[src/rtl/fpu_arbiter.sv]
`default_nettype none
// ============================================================================
// Module  : fpu_arbiter
// Purpose : Round-robin sharing of one combinational FPU among NUM_REQ clients,
//           with registered FPU inputs and a tagged valid/ready response.
// Revision: 1.0
// ============================================================================
module fpu_arbiter #(
  parameter int NUM_REQ       = 4,
  parameter int ID_W          = 2,
  parameter int SETTLE_CYCLES = 2
) (
  input  logic                   clk,
  input  logic                   rst_n,
  input  logic [NUM_REQ-1:0]     req_valid,
  output logic [NUM_REQ-1:0]     req_ready,
  input  logic [32*NUM_REQ-1:0]  req_A,
  input  logic [32*NUM_REQ-1:0]  req_B,
  input  logic [2*NUM_REQ-1:0]   req_operation,
  output logic [31:0]            fpu_A,
  output logic [31:0]            fpu_B,
  output logic [1:0]             fpu_operation,
  input  logic [31:0]            fpu_ALU_output,
  input  logic                   fpu_overflow,
  input  logic                   fpu_underflow,
  output logic                   rsp_valid,
  input  logic                   rsp_ready,
  output logic [31:0]            rsp_result,
  output logic                   rsp_overflow,
  output logic                   rsp_underflow,
  output logic [ID_W-1:0]        rsp_id,
  output logic                   busy
);

  localparam int CNT_W = (SETTLE_CYCLES > 1) ? $clog2(SETTLE_CYCLES) : 1;

  typedef enum logic [1:0] {
    IDLE = 2'd0,
    EXEC = 2'd1,
    RESP = 2'd2
  } state_t;

  state_t            state_q, state_d;
  logic [ID_W-1:0]   rr_ptr_q, rr_ptr_d;
  logic [ID_W-1:0]   id_q, id_d;
  logic [ID_W-1:0]   rsp_id_q, rsp_id_d;
  logic [CNT_W-1:0]  cnt_q, cnt_d;
  logic [31:0]       fpu_a_q, fpu_a_d, fpu_b_q, fpu_b_d;
  logic [1:0]        fpu_op_q, fpu_op_d;
  logic              rsp_valid_q, rsp_valid_d;
  logic [31:0]       rsp_result_q, rsp_result_d;
  logic              rsp_ovf_q, rsp_ovf_d, rsp_unf_q, rsp_unf_d;

  logic [31:0]       a_arr  [NUM_REQ];
  logic [31:0]       b_arr  [NUM_REQ];
  logic [1:0]        op_arr [NUM_REQ];

  logic [2*NUM_REQ-1:0] req_rot;
  logic [ID_W:0]        sum;
  logic [ID_W-1:0]      grant_idx;
  logic                 grant_found;

  generate
    for (genvar i = 0; i < NUM_REQ; i++) begin : g_unpack
      assign a_arr[i]  = req_A[32*i +: 32];
      assign b_arr[i]  = req_B[32*i +: 32];
      assign op_arr[i] = req_operation[2*i +: 2];
    end
  endgenerate

  // Rotate so bit 0 is the requester at rr_ptr; first set bit wins.
  always_comb begin
    req_rot     = {req_valid, req_valid} >> rr_ptr_q;
    grant_found = 1'b0;
    grant_idx   = '0;
    sum         = '0;
    for (int k = 0; k < NUM_REQ; k++) begin
      if (!grant_found && req_rot[k]) begin
        grant_found = 1'b1;
        sum = {1'b0, rr_ptr_q} + (ID_W+1)'(k);
        if (sum >= (ID_W+1)'(NUM_REQ)) begin
          sum = sum - (ID_W+1)'(NUM_REQ);
        end
        grant_idx = sum[ID_W-1:0];
      end
    end
  end

  always_comb begin
    req_ready = '0;
    if (state_q == IDLE && grant_found) begin
      req_ready = NUM_REQ'(1) << grant_idx;
    end
  end

  always_comb begin
    state_d      = state_q;
    rr_ptr_d     = rr_ptr_q;
    id_d         = id_q;
    rsp_id_d     = rsp_id_q;
    cnt_d        = cnt_q;
    fpu_a_d      = fpu_a_q;
    fpu_b_d      = fpu_b_q;
    fpu_op_d     = fpu_op_q;
    rsp_valid_d  = rsp_valid_q;
    rsp_result_d = rsp_result_q;
    rsp_ovf_d    = rsp_ovf_q;
    rsp_unf_d    = rsp_unf_q;
    case (state_q)
      IDLE: begin
        if (grant_found) begin
          fpu_a_d  = a_arr[grant_idx];
          fpu_b_d  = b_arr[grant_idx];
          fpu_op_d = op_arr[grant_idx];
          id_d     = grant_idx;
          rr_ptr_d = (grant_idx == ID_W'(NUM_REQ-1)) ? '0 : grant_idx + 1'b1;
          cnt_d    = CNT_W'(SETTLE_CYCLES-1);
          state_d  = EXEC;
        end
      end
      EXEC: begin
        if (cnt_q == '0) begin
          rsp_result_d = fpu_ALU_output;
          rsp_ovf_d    = fpu_overflow;
          rsp_unf_d    = fpu_underflow;
          rsp_id_d     = id_q;
          rsp_valid_d  = 1'b1;
          state_d      = RESP;
        end else begin
          cnt_d = cnt_q - 1'b1;
        end
      end
      RESP: begin
        // Payload is left untouched so consumers may still read it afterwards.
        if (rsp_ready) begin
          rsp_valid_d = 1'b0;
          state_d     = IDLE;
        end
      end
      default: state_d = IDLE;
    endcase
  end

  always_ff @(posedge clk or negedge rst_n) begin
    if (!rst_n) begin
      state_q      <= IDLE;
      rr_ptr_q     <= '0;
      id_q         <= '0;
      rsp_id_q     <= '0;
      cnt_q        <= '0;
      fpu_a_q      <= '0;
      fpu_b_q      <= '0;
      fpu_op_q     <= '0;
      rsp_valid_q  <= 1'b0;
      rsp_result_q <= '0;
      rsp_ovf_q    <= 1'b0;
      rsp_unf_q    <= 1'b0;
    end else begin
      state_q      <= state_d;
      rr_ptr_q     <= rr_ptr_d;
      id_q         <= id_d;
      rsp_id_q     <= rsp_id_d;
      cnt_q        <= cnt_d;
      fpu_a_q      <= fpu_a_d;
      fpu_b_q      <= fpu_b_d;
      fpu_op_q     <= fpu_op_d;
      rsp_valid_q  <= rsp_valid_d;
      rsp_result_q <= rsp_result_d;
      rsp_ovf_q    <= rsp_ovf_d;
      rsp_unf_q    <= rsp_unf_d;
    end
  end

  assign fpu_A         = fpu_a_q;
  assign fpu_B         = fpu_b_q;
  assign fpu_operation = fpu_op_q;
  assign rsp_valid     = rsp_valid_q;
  assign rsp_result    = rsp_result_q;
  assign rsp_overflow  = rsp_ovf_q;
  assign rsp_underflow = rsp_unf_q;
  assign rsp_id        = rsp_id_q;
  assign busy          = (state_q != IDLE);

endmodule
`default_nettype wire

[config.mk]
export PLATFORM = sky130hd
export DESIGN_NAME = fpu_arbiter
export DESIGN_NICKNAME = d
export VERILOG_FILES = /design/src/rtl/fpu_arbiter.sv
export SDC_FILE = /design/constraint.sdc
export NUM_CORES = 1
export LEC_CHECK = 0
export BUFFER_PORTS_ARGS = -buffer_cell sky130_fd_sc_hd__buf_2
export CAP_MARGIN = 30
export CORE_AREA = 5 5 159 161
export DETAILED_ROUTE_END_ITERATION = 8
export DIE_AREA = 0 0 164 166
export PLACE_DENSITY_LB_ADDON = 0.25
export SLEW_MARGIN = 25
export SYNTH_ARGS = -nofsm -noshare
export SYNTH_HDL_FRONTEND = slang
export SYNTH_SLANG_ARGS = --single-unit
export TNS_END_PERCENT = 20
[constraint.sdc]
create_clock -name clk -period 3.6 [get_ports clk]
set_input_delay 0 -clock clk [delete_from_list [all_inputs] [get_ports clk]]
set_output_delay 0 -clock clk [all_outputs]
set_load 0.02 [all_outputs]
After elaboration in Yosys (flattened, before gate mapping)
Index checks and enable logic that the tools add are counted.
W data, S select, Z words.
{ "classes": {"add_sub_neg": 9, "n_lt_le_gt_ge": 5, "n_eq_ne": 6, "n_shift": 2, "muxes": 33, "bitwise": 2, "n_reduce_logical": 16} }
{ "op_table": {"columns": ["op", "count"], "rows": [
  ["$bmux W32 S2", 2],
  ["$mux W32", 4],
  ["$mux W2", 14],
  ["$ge A3 B3 Y1 const B", 4],
  ["$mux W1", 8],
  ["$shr A8 B2 Y4", 1],
  ["$sub A2 B1 Y2 const B", 4],
  ["$add A2 B2 Y3 const B", 2],
  ["$ne A2 B2 Y1 const B", 3],
  ["$pmux W2 S3", 1],
  ["$reduce_and A2 Y1", 3],
  ["$reduce_and A3 Y1", 2],
  ["$reduce_bool A2 Y1", 3],
  ["$bmux W2 S2", 1],
  ["$eq A2 B2 Y1 const B", 2],
  ["$logic_and A1 B1 Y1", 4],
  ["$mux W4", 1],
  ["$pmux W1 S2", 2],
  ["$shl A1 B2 Y4 const A", 1],
  ["$add A2 B1 Y3 const B", 1],
  ["$ge A2 B3 Y1 const B", 1],
  ["$logic_not A1 Y1", 3],
  ["$not A2 Y3", 1],
  ["$add A2 B1 Y2 const B", 1],
  ["4 further kinds", 4]
]} }
{ "word_totals": {"reg_bits": 110, "in_bits": 305, "wordCells": 85} }

Depth between registers and ports, before layout
{ "logic_depth": {"word_depth": 15, "depth_mapped": 10, "mapped_depth_nobuf": 7} }

Least setup slack after synthesis
Ideal clock, no wire load.
{ "synth_timing": {"path_type": "reg2out", "start": "reg rr_ptr_q[0]", "end": "out req_ready[0]", "arrival_time_ns": 1.769, "required_time_ns": 3.600, "path_slack_ns": 1.831, "stages_incl_launch_ff": 8, "path_buffers": 3, "path_cell_list": "dfrtp_1 o221a_1 o22ai_1 buf_2 buf_6 buf_6 inv_2 nor3_1"} }
{ "synth_via": {"elab_chain_cells": 13, "elab_cells_between_ends": 33} }
{ "synth_lines": {"columns": ["element", "line", "source"], "rows": [
  ["start, declared", "44", "logic [ID_W-1:0] rr_ptr_q, rr_ptr_d;"],
  ["start signal, assigned", "160", "rr_ptr_q <= rr_ptr_d;"],
  ["branches (longest 12 deep; another with $add A2 B1 Y3)", null, null],
  ["$mux W4 (*)", "91", "if (state_q == IDLE && grant_found) begin"],
  ["end, declared", "16", "output logic [NUM_REQ-1:0] req_ready,"]
]} }
Every way passes the cells marked *.

Worst setup path after layout
{ "layout_timing": {"start": "reg rr_ptr_q[0]", "end": "reg fpu_a_q[19] (netlist: fpu_A[19])"} }
{ "layout_via": {"elab_chain_cells": 15, "elab_cells_between_ends": 35} }
{ "layout_lines": {"columns": ["element", "line", "source"], "rows": [
  ["branches (longest 15 deep; another with $add A2 B1 Y3)", null, null],
  ["end signal, assigned", "164", "fpu_a_q <= fpu_a_d;"],
  ["end, declared", "48", "logic [31:0] fpu_a_q, fpu_a_d, fpu_b_q, fpu_b_d;"]
]} }
Several ways; the timed one is not identified. The select of a mux whose other input is x is not followed.
A chain may end at the register's enable or synchronous reset.

==> flow_metrics.py <==
metrics = {
    "outcome": {
        "status": "complete, no violations",
    },
    "route": {
        "via_count": 6329,
        "vias_per_cell": 4.46,
        "dr.first_iter.drc_count": 227,
        "routed_wl_um": 23100,
        "drc": 0,
        "first_pass_iters": 4,
        "ant_nets": 0,
        "detail_route.wl_per_cell_um": 16.2,
    },
    "synth": {
        "synthTopCellsByArea": "dfrtp_1 (48%), mux2i_1 (23%), o221ai_1 (10%), mux2_2 (7.0%), nand2_1 (4.9%)",
        "synth_edf_count": 0,
        "synth_fa_ha_area_share_pct": 0.217,
        "yosysMostFrequentCell": "mux2i_1",
        "syn_area_per_cell_um2": 11.7,
        "synth_nets": 801,
        "async_reset_ff_share_pct": 100,
        "synth_cell_types": 30,
        "synth-seq-area-share_pct": 47.6,
        "synthDominantCellAreaShare_pct": 47.6,
        "synth_top_area_cell": "dfrtp_1",
        "synth_compound_area_share_pct": 11.4,
        "synthTopCellsByCount": "mux2i_1 (132), dfrtp_1 (110), nand2_1 (76)",
        "synthCells": 495,
        "syn-cell-area_um2": 5780,
        "synth.mux.area_fraction_pct": 29.9,
        "synth_xor_area_share_pct": 0,
        "synth_top_family_by_area": "multiplexers",
        "ys_ff_latch": 110,
        "synth-warning-count": 0,
        "synthSimpleGateAreaFrac_pct": 6.45,
        "ys_dominant_reg_cell": "dfrtp_1",
    },
    "critical_path": {
        "worst-path-max-fanout": 62,
        "worst-path-buf-inv": 4,
        "rr_worst_depth": 8,
        "cp-start-kind": "flip-flop",
        "r2r-start": "rr_ptr_q[0]$_DFFE_PN0P_",
        "cp_common_cell": "dlygate4sd3_1",
        "path_class": "flip-flop to flip-flop",
        "r2r-end": "fpu_A[19]$_DFFE_PN0P_",
        "worstPathRequired_ns": 3.83,
        "max_stage_delay_ns": 0.60,
        "crit_path_end_kind": "flip-flop",
        "cp_cell_sequence": "o221a_1, o22ai_4, buf_12, buf_4, mux2i_1, dlygate4sd3_1, o221ai_1, dlygate4sd3_1",
        "slowest_stage": "dlygate4sd3_1",
        "critPathTopFamily": "buffers and inverters",
        "cp.arrival_ns": 3.49,
        "reg2reg_slack_ns": 0.34,
    },
    "placed_design": {
        "hpwl_um": 16600,
        "buffer_ports.inserted": 412,
        "placed_cell_area_um2": 8160,
        "routabilityCongestion": 0.769,
        "dpl_worst_slack_ns": 1.14,
    },
    "floorplanning": {
        "core_um2": 23800,
        "fp.dieW_um": 164,
        "io_pins": 413,
        "dieHeight_um": 166,
        "rows": 57,
        "die-area_um2": 27200,
        "initial_utilization_pct": 24.3,
    },
    "power": {
        "power.leakage_nw": 5.57,
        "power.density_nw_per_um2": 777,
        "ir_worst_vdd_mv": 0.577,
        "total_power_mw": 8.13,
    },
    "clock_tree": {
        "cts_inserted_buffers": 9,
        "htree_levels": 3,
        "clkLatencyLatePin_ns": 0.36,
        "post_cts_resized": 0,
        "cts_sinks": 110,
        "cts_root_buf": "clkbuf_16",
        "cts_tree": "done",
        "clkTransAtPathRegs_ns": 0.09,
        "clock_path_buffers": 2,
    },
    "timing": {
        "fin_crit_ns": 3.26,
        "clock_skew_ns": 0.0131,
        "max_freq_mhz": 307,
        "final.period_utilization_pct": 90.5,
        "hold_viol": 0,
        "setup_viol": 0,
        "slew_headroom_pct": 38.4,
        "grt_setup_unrepaired": "false",
        "tns_ns": 0,
        "worst_pin_slew_ns": 0.922,
        "slew_violations": 0,
        "worst_slack_ns": 0.343,
    },
    "global_route": {
        "grt_usage_pct": 16.1,
        "antenna_found_initial": 3,
        "grt_max_degree": 65,
        "grt_overflow": 0,
        "grt_first_pass_wirelength_um": 35200,
        "grt_pass1_vias": 6867,
    },
    "worst_hold_path": {
        "hp-start": "req_B[34]",
        "whs_endpoint": "fpu_B[2]$_DFFE_PN0P_",
        "min_path_type": "input port to flip-flop",
        "whs_path_depth": 3,
    },
    "finish": {
        "area_growth_pct": 81.1,
        "fin_area_um2": 10500,
        "fin_nets": 1395,
        "drive_above_1_share_pct": 43.9,
        "n_fill_cell": 2339,
    },
    "job": {
        "maxCapViolCount": 0,
    },
}
## kinds of logic after synthesis
group                      count (synthesis)
AOI/OAI and AO/OA                         78
adders and majority gates                  1
buffers and inverters                     46
DFF                                      110
muxes                                    168
and+or+nand+nor                           92
## power by group
part | internal, mW | total, mW | leakage [nW] | switching [mW]
clock | 0.491 | 1.00 | 0.143 | 0.510
combinational | 2.39 | 4.94 | 4.09 | 2.55
sequential | 1.86 | 2.19 | 1.34 | 0.324
## layout by cell type (no fill, tap or decap), types with 2 or more instances in the layout
master / netlist / final
buf_2: 19 / 411
a21oi_1: 2 / 2
dfrtp_1: 110 / 110
dlygate4sd3_1: 0 / 201
nor2b_1: 2 / 2
inv_1: 5 / 5
clkbuf_16: 0 / 9
nor2_1: 5 / 5
nor3_1: 3 / 3
nand2_1: 76 / 75
mux2_2: 36 / 36
diode_2: 0 / 2
inv_6: 0 / 3
mux2i_1: 132 / 132
o21ai_0: 3 / 3
buf_12: 0 / 3
buf_4: 5 / 8
o221ai_1: 66 / 66
## registers in the layout, indices dropped and copies added, names as in the netlist, 2 cells and up
name / flops
fpu_A: 32
fpu_B: 32
fpu_operation: 2
id_q: 2
rr_ptr_q: 2
rsp_id: 2
rsp_result: 32
state_q: 2
## worst reg2reg max path: stages, from the launching register on
cell and delay (ns):
dfrtp_1 0.42, o221a_1 0.29, o22ai_4 0.20, buf_12 0.36, buf_4 0.39, mux2i_1 0.20, dlygate4sd3_1 0.56, o221ai_1 0.11
dlygate4sd3_1 0.60
## routing by layer
metal  share of wire [%]  global-route usage, %  routed length [µm]  vias up
li1                    -                      -                   -     3045
met4                 3.8                   7.55                 866        2
met3                 8.2                   4.34                1900       48
met1                  37                   17.1                8560     2943
met2                  51                   29.4               11700      291
met5               0.030                      0                   7        -
## area by class of cell
type                    instances  area (µm²)  area share (%)
clock buffers                  10         229            2.19
flip-flops and latches        110        2750            26.3
well taps                     324         405            3.87
multi-input cells             339        2800            26.7
repair buffers                623        4190            40.0
inverters                       6        22.5           0.215
clock inverters                 6        62.6           0.598
diodes                          2        5.00          0.0478
## per-stage QoR
stage / utilization [%] / hold WS, ns / cells
2_1_floorplan: - / -0.296 / 495
3_3_place_gp: 34.2 / 0.0692 / 1201
3_5_place_dp: 34.2 / 0.0678 / 1201
4_1_cts: 43.9 / 0.000947 / 1418
5_1_grt: 43.9 / 0.00719 / 1420
6_report: 43.9 / 0.00305 / 1420
## timing repair
item / 4_1_cts / 5_1_grt
hold buffers: 201 / 0
endpoints found under the hold margin: 145 / 0
buffers inserted: 0 / 0
endpoints found under the setup margin: 0 / 0
## worst max path at each step
stage	from	end	slack, ns	depth (start not counted)
floorplan	rr_ptr_q[0]$_DFFE_PN0P_	req_ready[0]	1.83	7
global placement	req_valid[3]	fpu_B[9]$_DFFE_PN0P_	1.27	6
detailed placement	req_valid[3]	fpu_B[9]$_DFFE_PN0P_	1.14	6
CTS	rr_ptr_q[0]$_DFFE_PN0P_	fpu_A[19]$_DFFE_PN0P_	0.33	8
global route	rr_ptr_q[0]$_DFFE_PN0P_	fpu_A[20]$_DFFE_PN0P_	0.23	8
finish	rr_ptr_q[0]$_DFFE_PN0P_	fpu_A[19]$_DFFE_PN0P_	0.34	8
Note: power is estimated with default switching activity, not from simulation.
